### src/rtl/seg7_scan_mux.sv
// Multiplexed 7-segment driver: BCD digits plus decimal points are shadowed, swapped in
// atomically at frame boundaries, and scanned onto one segment bus with a dead time per slot.
module seg7_scan_mux #(
   parameter int NUM_DIGITS   = 3,
   parameter int SCAN_DIV     = 4,
   parameter int BLANK_CYCLES = 1
) (
   input  logic                    clk,
   input  logic                    rst,
   input  logic [4*NUM_DIGITS-1:0] bcd_in,
   input  logic [NUM_DIGITS-1:0]   dp_in,
   input  logic                    load,
   input  logic                    lz_blank,
   output logic [7:0]              seg,
   output logic [NUM_DIGITS-1:0]   dig_en,
   output logic                    frame_done
);

   localparam int CW = (SCAN_DIV > 1) ? $clog2(SCAN_DIV) : 1;
   localparam int IW = (NUM_DIGITS > 1) ? $clog2(NUM_DIGITS) : 1;
   localparam logic [CW-1:0] LAST_CNT  = CW'(SCAN_DIV - 1);
   localparam logic [IW-1:0] LAST_IDX  = IW'(NUM_DIGITS - 1);
   localparam logic [CW-1:0] BLANK_END = CW'(BLANK_CYCLES);

   // Segment pattern a..g for one BCD code; codes 10-15 show a dash.
   function automatic logic [6:0] encode(input logic [3:0] code);
      logic [6:0] pat;
      case (code)
         4'd0:    pat = 7'b1111110;
         4'd1:    pat = 7'b0110000;
         4'd2:    pat = 7'b1101101;
         4'd3:    pat = 7'b1111001;
         4'd4:    pat = 7'b0110011;
         4'd5:    pat = 7'b1011011;
         4'd6:    pat = 7'b1011111;
         4'd7:    pat = 7'b1110000;
         4'd8:    pat = 7'b1111111;
         4'd9:    pat = 7'b1110011;
         default: pat = 7'b0000001;
      endcase
      return pat;
   endfunction

   logic [CW-1:0]           cnt_q, cnt_d;
   logic [IW-1:0]           idx_q, idx_d;
   logic [4*NUM_DIGITS-1:0] shadow_bcd_q, shadow_bcd_d;
   logic [NUM_DIGITS-1:0]   shadow_dp_q, shadow_dp_d;
   logic [4*NUM_DIGITS-1:0] active_bcd_q, active_bcd_d;
   logic [NUM_DIGITS-1:0]   active_dp_q, active_dp_d;
   logic                    pending_q, pending_d;
   logic [7:0]              seg_q, seg_d;
   logic [NUM_DIGITS-1:0]   dig_en_q, dig_en_d;
   logic                    frame_done_q, frame_done_d;

   logic                    cnt_wrap_s;
   logic                    boundary_s;
   logic [NUM_DIGITS-1:0]   lz_mask_s;
   logic [NUM_DIGITS-1:0]   sel_s;
   logic                    all_zero_s;
   logic [3:0]              cur_bcd_s;
   logic                    cur_dp_s;
   logic                    cur_lz_s;

   // Scan counters, shadow/active transfer and frame boundary detection.
   always_comb begin
      cnt_wrap_s   = (cnt_q == LAST_CNT);
      boundary_s   = cnt_wrap_s && (idx_q == LAST_IDX);
      cnt_d        = cnt_wrap_s ? '0 : cnt_q + 1'b1;
      idx_d        = idx_q;
      shadow_bcd_d = shadow_bcd_q;
      shadow_dp_d  = shadow_dp_q;
      active_bcd_d = active_bcd_q;
      active_dp_d  = active_dp_q;
      pending_d    = pending_q;
      frame_done_d = boundary_s;

      if (cnt_wrap_s) begin
         if (idx_q == LAST_IDX) begin
            idx_d = '0;
         end else begin
            idx_d = idx_q + 1'b1;
         end
      end else begin
         idx_d = idx_q;
      end

      if (load) begin
         shadow_bcd_d = bcd_in;
         shadow_dp_d  = dp_in;
      end else begin
         shadow_bcd_d = shadow_bcd_q;
         shadow_dp_d  = shadow_dp_q;
      end

      // A load on the boundary edge bypasses the shadow so it shows in the frame starting now.
      if (boundary_s) begin
         pending_d = 1'b0;
         if (load) begin
            active_bcd_d = bcd_in;
            active_dp_d  = dp_in;
         end else if (pending_q) begin
            active_bcd_d = shadow_bcd_q;
            active_dp_d  = shadow_dp_q;
         end else begin
            active_bcd_d = active_bcd_q;
            active_dp_d  = active_dp_q;
         end
      end else if (load) begin
         pending_d = 1'b1;
      end else begin
         pending_d = pending_q;
      end
   end

   // Leading-zero mask: digit k blanks when it and all more-significant digits are zero.
   always_comb begin
      all_zero_s = 1'b1;
      lz_mask_s  = '0;
      for (int i = NUM_DIGITS - 1; i >= 0; i--) begin
         all_zero_s   = all_zero_s && (active_bcd_q[4*i +: 4] == 4'd0);
         lz_mask_s[i] = lz_blank && all_zero_s && (i != 0);
      end
   end

   // Select the digit under scan and build the next segment/enable values.
   always_comb begin
      sel_s     = '0;
      cur_bcd_s = 4'd0;
      cur_dp_s  = 1'b0;
      cur_lz_s  = 1'b0;
      seg_d     = 8'h00;
      dig_en_d  = '0;
      for (int i = 0; i < NUM_DIGITS; i++) begin
         if (idx_q == IW'(i)) begin
            sel_s[i]  = 1'b1;
            cur_bcd_s = active_bcd_q[4*i +: 4];
            cur_dp_s  = active_dp_q[i];
            cur_lz_s  = lz_mask_s[i];
         end else begin
            sel_s[i] = 1'b0;
         end
      end
      if (cnt_q < BLANK_END) begin
         seg_d    = 8'h00;
         dig_en_d = '0;
      end else if (cur_lz_s) begin
         seg_d    = {7'b0000000, cur_dp_s};
         dig_en_d = sel_s;
      end else begin
         seg_d    = {encode(cur_bcd_s), cur_dp_s};
         dig_en_d = sel_s;
      end
   end

   // State and output registers with synchronous reset.
   always_ff @(posedge clk) begin
      if (rst) begin
         cnt_q        <= '0;
         idx_q        <= '0;
         shadow_bcd_q <= '0;
         shadow_dp_q  <= '0;
         active_bcd_q <= '0;
         active_dp_q  <= '0;
         pending_q    <= 1'b0;
         seg_q        <= 8'h00;
         dig_en_q     <= '0;
         frame_done_q <= 1'b0;
      end else begin
         cnt_q        <= cnt_d;
         idx_q        <= idx_d;
         shadow_bcd_q <= shadow_bcd_d;
         shadow_dp_q  <= shadow_dp_d;
         active_bcd_q <= active_bcd_d;
         active_dp_q  <= active_dp_d;
         pending_q    <= pending_d;
         seg_q        <= seg_d;
         dig_en_q     <= dig_en_d;
         frame_done_q <= frame_done_d;
      end
   end

   assign seg        = seg_q;
   assign dig_en     = dig_en_q;
   assign frame_done = frame_done_q;

endmodule
### config.mk
export PLATFORM = sky130hd
export DESIGN_NAME = seg7_scan_mux
export DESIGN_NICKNAME = d
export VERILOG_FILES = /design/src/rtl/seg7_scan_mux.sv
export SDC_FILE = /design/constraint.sdc
export NUM_CORES = 1
export LEC_CHECK = 0
export CAP_MARGIN = 40
export CORE_UTILIZATION = 41
export DETAILED_ROUTE_END_ITERATION = 16
export PLACE_DENSITY = 0.63
export SLEW_MARGIN = 20
export SYNTH_ARGS = -nofsm -noshare
export SYNTH_HDL_FRONTEND = slang
export SYNTH_SLANG_ARGS = --single-unit
### constraint.sdc
create_clock -name clk -period 5.1 [get_ports clk]
set_input_delay 0.51 -clock clk [delete_from_list [all_inputs] [get_ports clk]]
set_output_delay 0.51 -clock clk [all_outputs]
set_load 0.03 [all_outputs]
==> Word-level counts from Yosys, hierarchy flattened <==
Memory sizes are Yosys's and may differ from the RTL's. A register that Yosys moved wholly into a read port is not among the register bits.
Cells that the tools add are included.
{ "word_totals": {"reg_bits": 40, "mem_bits_ro": 112, "output_inout_bits": 12, "wordCells": 46, "memories": 1} }
{ "classes": {"add_sub_neg": 2, "n_lt_le_gt_ge": 1, "eq_ne": 3, "mux": 16, "n_reduce_logical": 13} }
{ "memory_table": {"columns": ["name", "depth", "width", "rd", "rd_clocked_by_memory_dff", "wr", "line", "rtl"], "rows": [
  ["(name not given)", 16, 7, 1, 1, 0, "28", "case (code)"]
]} }
{ "op_table": {"columns": ["cell", "n"], "rows": [
  ["$mux 12", 2],
  ["$mux 4", 3],
  ["$logic_not 4->1", 2],
  ["$mux 1", 8],
  ["$mux 3", 2],
  ["$reduce_or 2->1", 3],
  ["$add 2x1->2 const B", 2],
  ["$eq 2x2->1 const B", 2],
  ["$logic_and 1x1->1", 4],
  ["$reduce_or 3->1", 1],
  ["$eq 2x1->1 const B", 1],
  ["$logic_not 2->1", 1],
  ["$lt 2x1->1 const B", 1],
  ["$mux 2", 1],
  ["$reduce_and 2->1", 1],
  ["$reduce_bool 2->1", 1]
]} }

==> Depth between registers and ports, before layout <==
Gate-level depths: netlist of the first run.
{ "depth": {"ltp_word": 6, "ltp_mapped": 8, "depth_no_buf": 7} }

==> Worst setup path before layout of the first run <==
Ideal clock, no wire load.
{ "synth_path": {"path_type": "register -> register", "start": "register idx_q[1]", "end": "register seg_q[6], in the netlist seg[6]", "setup_time_ns": 0.138, "arrival_time_ns": 1.662, "path_slack_ns": 3.299, "stages_incl_launch_ff": 8, "n_path_buf": 1, "cell_sequence": "dfxtp_1 -> buf_6 -> mux2i_1 -> a2bb2oi_1 -> inv_1 -> ha_1 -> o21ai_0 -> a21oi_1"} }
{ "synth_between": {"elab_chain_cells": 4} }
{ "synth_lines": {"columns": ["item", "line", "rtl"], "rows": [
  ["start: declaration", "45", "logic [IW-1:0] idx_q, idx_d;"],
  ["start signal: assignment", "170", "idx_q <= idx_d;"],
  ["$eq 2x1->1 or $logic_not 2->1 (tied branches)", "134", "if (idx_q == IW'(i)) begin"],
  ["$mux 1 or $mux 4 (tied branches) (2 in a row)", "134", null],
  ["$reduce_or 3->1 (no source line) or $mux 4 (tied branches)", null, null],
  ["end: declaration", "51", "logic [7:0] seg_q, seg_d;"]
]} }
Parallel ways exist; a longest one is shown, timed or not.
A chain may end at the register's enable or synchronous reset.

==> Worst setup path in the final report of the first run <==
{ "layout_path": {"start": "register idx_q[0]", "end": "register seg_q[4], in the netlist seg[4]"} }
Same word-level chain as after synthesis.

==> results of run 1 <==
layout make-up:
cell class | instances | area share
clock buffers | 8 | 0.0424
inverters | 7 | 0.0111
multi-input cells | 122 | 0.380
flip-flops and latches | 47 | 0.399
well taps | 52 | 0.0276
repair buffers | 33 | 0.140
Yosys cell counts (2+ instances only):
| cell | count | area share |
|---|---|---|
| nor4_1 | 2 | 0.0065 |
| nor3_1 | 3 | 0.0078 |
| nand3b_1 | 2 | 0.0078 |
| a2bb2oi_2 | 2 | 0.016 |
| nor2_1 | 38 | 0.074 |
| nor2b_1 | 2 | 0.0065 |
| dfxtp_1 | 47 | 0.49 |
| buf_4 | 2 | 0.0078 |
| and2_1 | 2 | 0.0065 |
| mux2i_1 | 24 | 0.12 |
| clkbuf_1 | 3 | 0.0058 |
| a21oi_1 | 5 | 0.013 |
| nand2_1 | 2 | 0.0039 |
| inv_1 | 7 | 0.014 |
| o32ai_1 | 4 | 0.018 |
| buf_2 | 5 | 0.013 |
| a211oi_1 | 15 | 0.058 |
| nor3b_1 | 2 | 0.0078 |
| ha_1 | 8 | 0.052 |
per-layer routing:
| metal | vias up | GRT usage | part of all wire |
|---|---|---|---|
| li1 | 709 | - | - |
| met1 | 623 | 0.179 | 0.48 |
| met2 | 28 | 0.251 | 0.47 |
| met3 | 6 | 0.0299 | 0.037 |
| met4 | 0 | 0.0667 | 0.015 |
| met5 | - | 0 | 0 |
flip-flops by register name, summed over array words and instances, names as in the netlist:
name	cells
pending_q	1
frame_done	1
dig_en	3
cnt_q	2
active_dp_q	3
shadow_bcd_q	12
shadow_dp_q	3
active_bcd_q	12
seg	8
idx_q	2
power by group through the flow:
stage / sequential, uW / combinational (uW) / clock, uW
floorplan: 412 / 40.1 / 0
global placement: 399 / 86.0 / 0
detailed placement: 400 / 88.3 / 0
CTS: 391 / 88.5 / 246
global route: 393 / 95.7 / 259
finish: 391 / 88.0 / 237
metrics by stage:
step | hold slack (ps) | worst slack, ps | utilization | cells | instance area, sq um
2_1_floorplan | 427 | 3300 | - | 188 | 1930
3_3_place_gp | 440 | 2630 | 0.505 | 260 | 2240
3_5_place_dp | 456 | 2540 | 0.505 | 260 | 2240
4_1_cts | 467 | 2600 | 0.527 | 268 | 2340
5_1_grt | 498 | 2390 | 0.531 | 269 | 2360
6_report | 465 | 2650 | 0.531 | 269 | 2360
logic make-up (layout without fill, tap and decap cells):
kind of cell | after synthesis | count (layout) | share of synthesized area
AND/OR/NAND/NOR | 55 | 55 | 0.128
adder cells (fa/ha/maj) | 8 | 8 | 0.0519
buffers and inverters | 19 | 48 | 0.0480
AO/OA/AOI/OAI | 33 | 33 | 0.142
multiplexers | 26 | 26 | 0.142
flip-flops | 47 | 47 | 0.488
final timing paths:
check	cells after the start	to	startpoint
worst min-delay path	1	cnt_q[0]	cnt_q[0]
worst min register to register	1	cnt_q[0]	cnt_q[0]
worst max-delay path	5	seg[4]	idx_q[0]
worst max register to register	5	seg[4]	idx_q[0]
==> run summary, run 1 <==
Max Cap Viol: 0
routability cong.: 0.751
area of the multi-input gates: 896 sq um
Reg area: 941 sq um
internal power: 551 uW
RSZ-0062 raised after global routing: false
clock sinks: 47
# fillers: 415
initial antenna violation count: 0
Synthesis Warnings: 0
Final setup viols: 0
crit-path max cell delay: 660 ps
post-route ant nets: 0
CTS tree: yes
Num CTS Buffers: 5
die width: 70.6 microns
Detailed Place HPWL: 2470 microns
CP required: 5290 ps
power per cell area: 304 nW/um^2
Placement Rows: 24
# IOs: 31
Clock transition at path regs: 80 ps
crit path max fanout: 11
cell area after synthesis: 1930 sq um
peak supply drop: 142 uV
Slowest cell on crit path: nor2b_1
Slew Limit Fails: 0
GRT Util Overall: 0.147
die height: 70.6 microns
Post-CTS Hold Buffers: 0
outcome: finished, final reports clean
Slew HR: 0.511
die area: 4980 sq um
crit-path cells: nor2b_1 -> a2bb2oi_1 -> inv_1 -> ha_1 -> o32ai_1
H-tree levels: 2
FF+latch count, synth: 47
Post-route DRC: 0
Max Freq: 408 MHz
P_leak: 0.000948 uW
Synthesized Nets: 215
pin count of the biggest net entering global routing: 39
total design power: 716 uW
ratio of cells with drive above 1 in the final layout: 0.0829
commonest non-fill, non-tap cell in the layout: dfxtp_1
dominant synthesized flop cell: dfxtp_1
sequential share of power: 0.546
Async S/R FF share, synth: 0
Via-to-Cell Ratio: 5.08
crit start category: flop
worst slew pin tran: 732 ps
Starting Density: 0.434
WL/cell: 12.6 microns
Clk pwr share: 0.331
setup bufs post-CTS: 0
syn avg cell area: 10.3 sq um
hold crit path type: flop to flop
P_sw: 166 uW
number of port buffers: 30
drt total wl: 3390 microns
Final Hold Fails: 0
first-pass GRT wire length: 5750 microns
ant diodes: 0
vias in the first global route: 1,332
commonest non-fill, non-tap cells in the layout: dfxtp_1 (47), nor2_1 (38), clkdlybuf4s50_1 (30)
Worst Skew: 8.79 ps
Setup CP Type: flop to flop
sequential fraction of the synthesis area: 0.488
Cell variety after synth: 32
Reg2Reg Setup Slack: 2650 ps
clk root buf: clkbuf_8
vias after detailed routing: 1,366
cts repair resizes: 0
family with the most delay on the worst path: simple AND/OR/NAND/NOR gates
minimum clock period: 2450 ps
Post-layout nets: 243
setup TNS: 0 ps
clock tree buffer depth: 2
Detailed Routing Iterations Pass 1: 4
WP buf/inv: 1
total gr overflow: 0
area delta synth->final: 22.2%
Comb pwr share: 0.123
final period utilization: 0.481
clock latency on the worst-skew pair: 290 ps
Sw Ratio: 0.231
core area: 4440 sq um
EDFF count, synth: 0
Syn Inst Count: 188
Starting DRT DRC Count: 65
crit end category: flop
Critical Path AT: 2640 ps
Note: power is estimated with default switching activity, not from simulation.
==> inputs of run 2 (changes only) <==
PLACE_DENSITY = 0.65   (was 0.63)
clock period = 2.2 ns   (was 5.1 ns; I/O delays follow)
==> run summary, run 2 (synthesis results as in run 1) <==
power per cell area: 670 nW/um^2 (+120%)
Clk pwr share: 0.294 (-0.037)
Post-route DRC: 0 (unchanged)
vias in the first global route: 1,331 (-0.075%)
drt total wl: 3300 microns (-2.5%)
Starting Density: 0.434 (unchanged)
Placement Rows: 24 (unchanged)
Slowest cell on crit path: dfxtp_2
die height: 70.6 microns (unchanged)
worst r2r src: idx_q[1]
Final setup viols: 0 (unchanged)
clock sinks: 47 (unchanged)
Slew Limit Fails: 0 (unchanged)
hold crit path type: flop to flop
Sw Ratio: 0.236 (+0.00513)
ant diodes: 0 (unchanged)
Reg2Reg Setup Slack: 260 ps (-2390 ps)
WP buf/inv: 2 (+1)
# IOs: 31 (unchanged)
ratio of cells with drive above 1 in the final layout: 0.0963 (+0.0134)
clk root buf: clkbuf_8
GRT Util Overall: 0.150 (+0.00312)
worst r2r path cells: 7 (+2)
peak supply drop: 368 uV (+160%)
crit end category: flop
Detailed Place HPWL: 2450 microns (-0.76%)
P_sw: 372 uW (+120%)
initial antenna violation count: 0 (unchanged)
CP required: 2420 ps (-2870 ps)
Worst R2R End: seg[1]
Via-to-Cell Ratio: 4.94 (-2.6%)
number of port buffers: 30 (unchanged)
clock tree buffer depth: 2 (unchanged)
WL/cell: 12.2 microns (-2.9%)
Comb pwr share: 0.133 (+0.010)
Slew HR: 0.645 (+0.134)
crit-path max cell delay: 430 ps (-230 ps)
clock latency on the worst-skew pair: 290 ps (about the same)
Post-layout nets: 246 (+1.2%)
routability cong.: 0.759 (+1.1%)
commonest non-fill, non-tap cells in the layout: dfxtp_1 (46), nor2_1 (38), clkdlybuf4s50_1 (30)
setup TNS: 0 ps (unchanged)
post-route ant nets: 0 (unchanged)
Max Cap Viol: 0 (unchanged)
Num CTS Buffers: 5 (unchanged)
CTS tree: yes
Clock transition at path regs: 80 ps (about the same)
crit start category: flop
crit path capture: seg[1]
Setup CP Type: flop to flop
area delta synth->final: 22.0%
Critical Path AT: 2170 ps (-470 ps)
family with the most delay on the worst path: compound AO/OA/AOI/OAI gates
RSZ-0062 raised after global routing: false
die width: 70.6 microns (unchanged)
worst setup path startpoint: idx_q[1]
worst slew pin tran: 529 ps (-203 ps)
Detailed Routing Iterations Pass 1: 3 (-1)
first-pass GRT wire length: 5910 microns (+2.8%)
minimum clock period: 1940 ps (-508 ps)
number of cells on the critical path: 7 (+2)
commonest non-fill, non-tap cell in the layout: dfxtp_1
die area: 4980 sq um (unchanged)
outcome: finished, final reports clean
Starting DRT DRC Count: 77 (+18%)
Worst Skew: 5.72 ps (-3.07 ps)
post-route insts no fill: 270 (+0.37%)
core area: 4440 sq um (unchanged)
Final Hold Fails: 0 (unchanged)
Max Freq: 514 MHz (+26%)
crit-path cells: nor2b_1 -> buf_4 -> a2bb2oi_2 -> inv_1 -> ha_1 -> mux2_2 -> a21oi_1
H-tree levels: 2 (unchanged)
Placed Cells: 264 (+1.5%)
final period utilization: 0.884 (+0.403)
internal power: 1200 uW (+120%)
crit path max fanout: 9 (-2)
vias after detailed routing: 1,335 (-2.3%)
total gr overflow: 0 (unchanged)
P_leak: 0.000948 uW (about the same)
sequential share of power: 0.573 (+0.027)
pin count of the biggest net entering global routing: 38 (-2.6%)
## run 2: area by class of cell
| class | count | area, sq um |
|---|---|---|
| clock buffer | 6 | 72.6 |
| fill | 416 | 2090 |
| inverter | 7 | 26.3 |
| multi-input combinational | 122 | 902 |
| sequential | 47 | 942 |
| tap | 52 | 65.1 |
| timing repair buffer | 36 | 345 |
## run 2: per-stage QoR
| step | power [uW] | util | setup WS, ps | instance area (sq um) | hold slack (ps) |
|---|---|---|---|---|---|
| detailed placement | 1130 | 0.512 | 127 | 2270 | 457 |
| CTS | 1590 | 0.528 | 102 | 2350 | 467 |
| floorplan | 1050 | - | 399 | 1930 | 387 |
| global placement | 1130 | 0.512 | 241 | 2270 | 440 |
| global route | 1650 | 0.530 | 126 | 2350 | 514 |
| finish | 1580 | 0.530 | 256 | 2350 | 460 |
## run 2: worst min-delay path by stage
stage,end,start,cells after the start
3_5_place_dp,cnt_q[0],cnt_q[0],1
4_1_cts,cnt_q[0],cnt_q[0],1
5_1_grt,cnt_q[0],cnt_q[0],1
3_3_place_gp,cnt_q[0],cnt_q[0],1
6_report,cnt_q[0],cnt_q[0],1
2_1_floorplan,shadow_bcd_q[0],bcd_in[0],2
## run 2: power groups by stage
stage | clock, uW | sequential, uW | combinational [uW]
after global placement | 0 | 921 | 206
after global routing | 519 | 907 | 227
after CTS | 481 | 903 | 210
final | 464 | 903 | 209
after detailed placement | 0 | 923 | 209
after floorplan | 0 | 955 | 93.0
## run 2: timing repair
action,4_1_cts,5_1_grt
hold buffers,0,0
setup buffers,0,0
setup endpoints to repair,0,3
resized for setup,0,2
## run 2: layer usage
metal  track usage  share of wire
met1         0.180           0.47
met3        0.0456          0.045
met2         0.252           0.47
met4        0.0600          0.015
met5             0              0
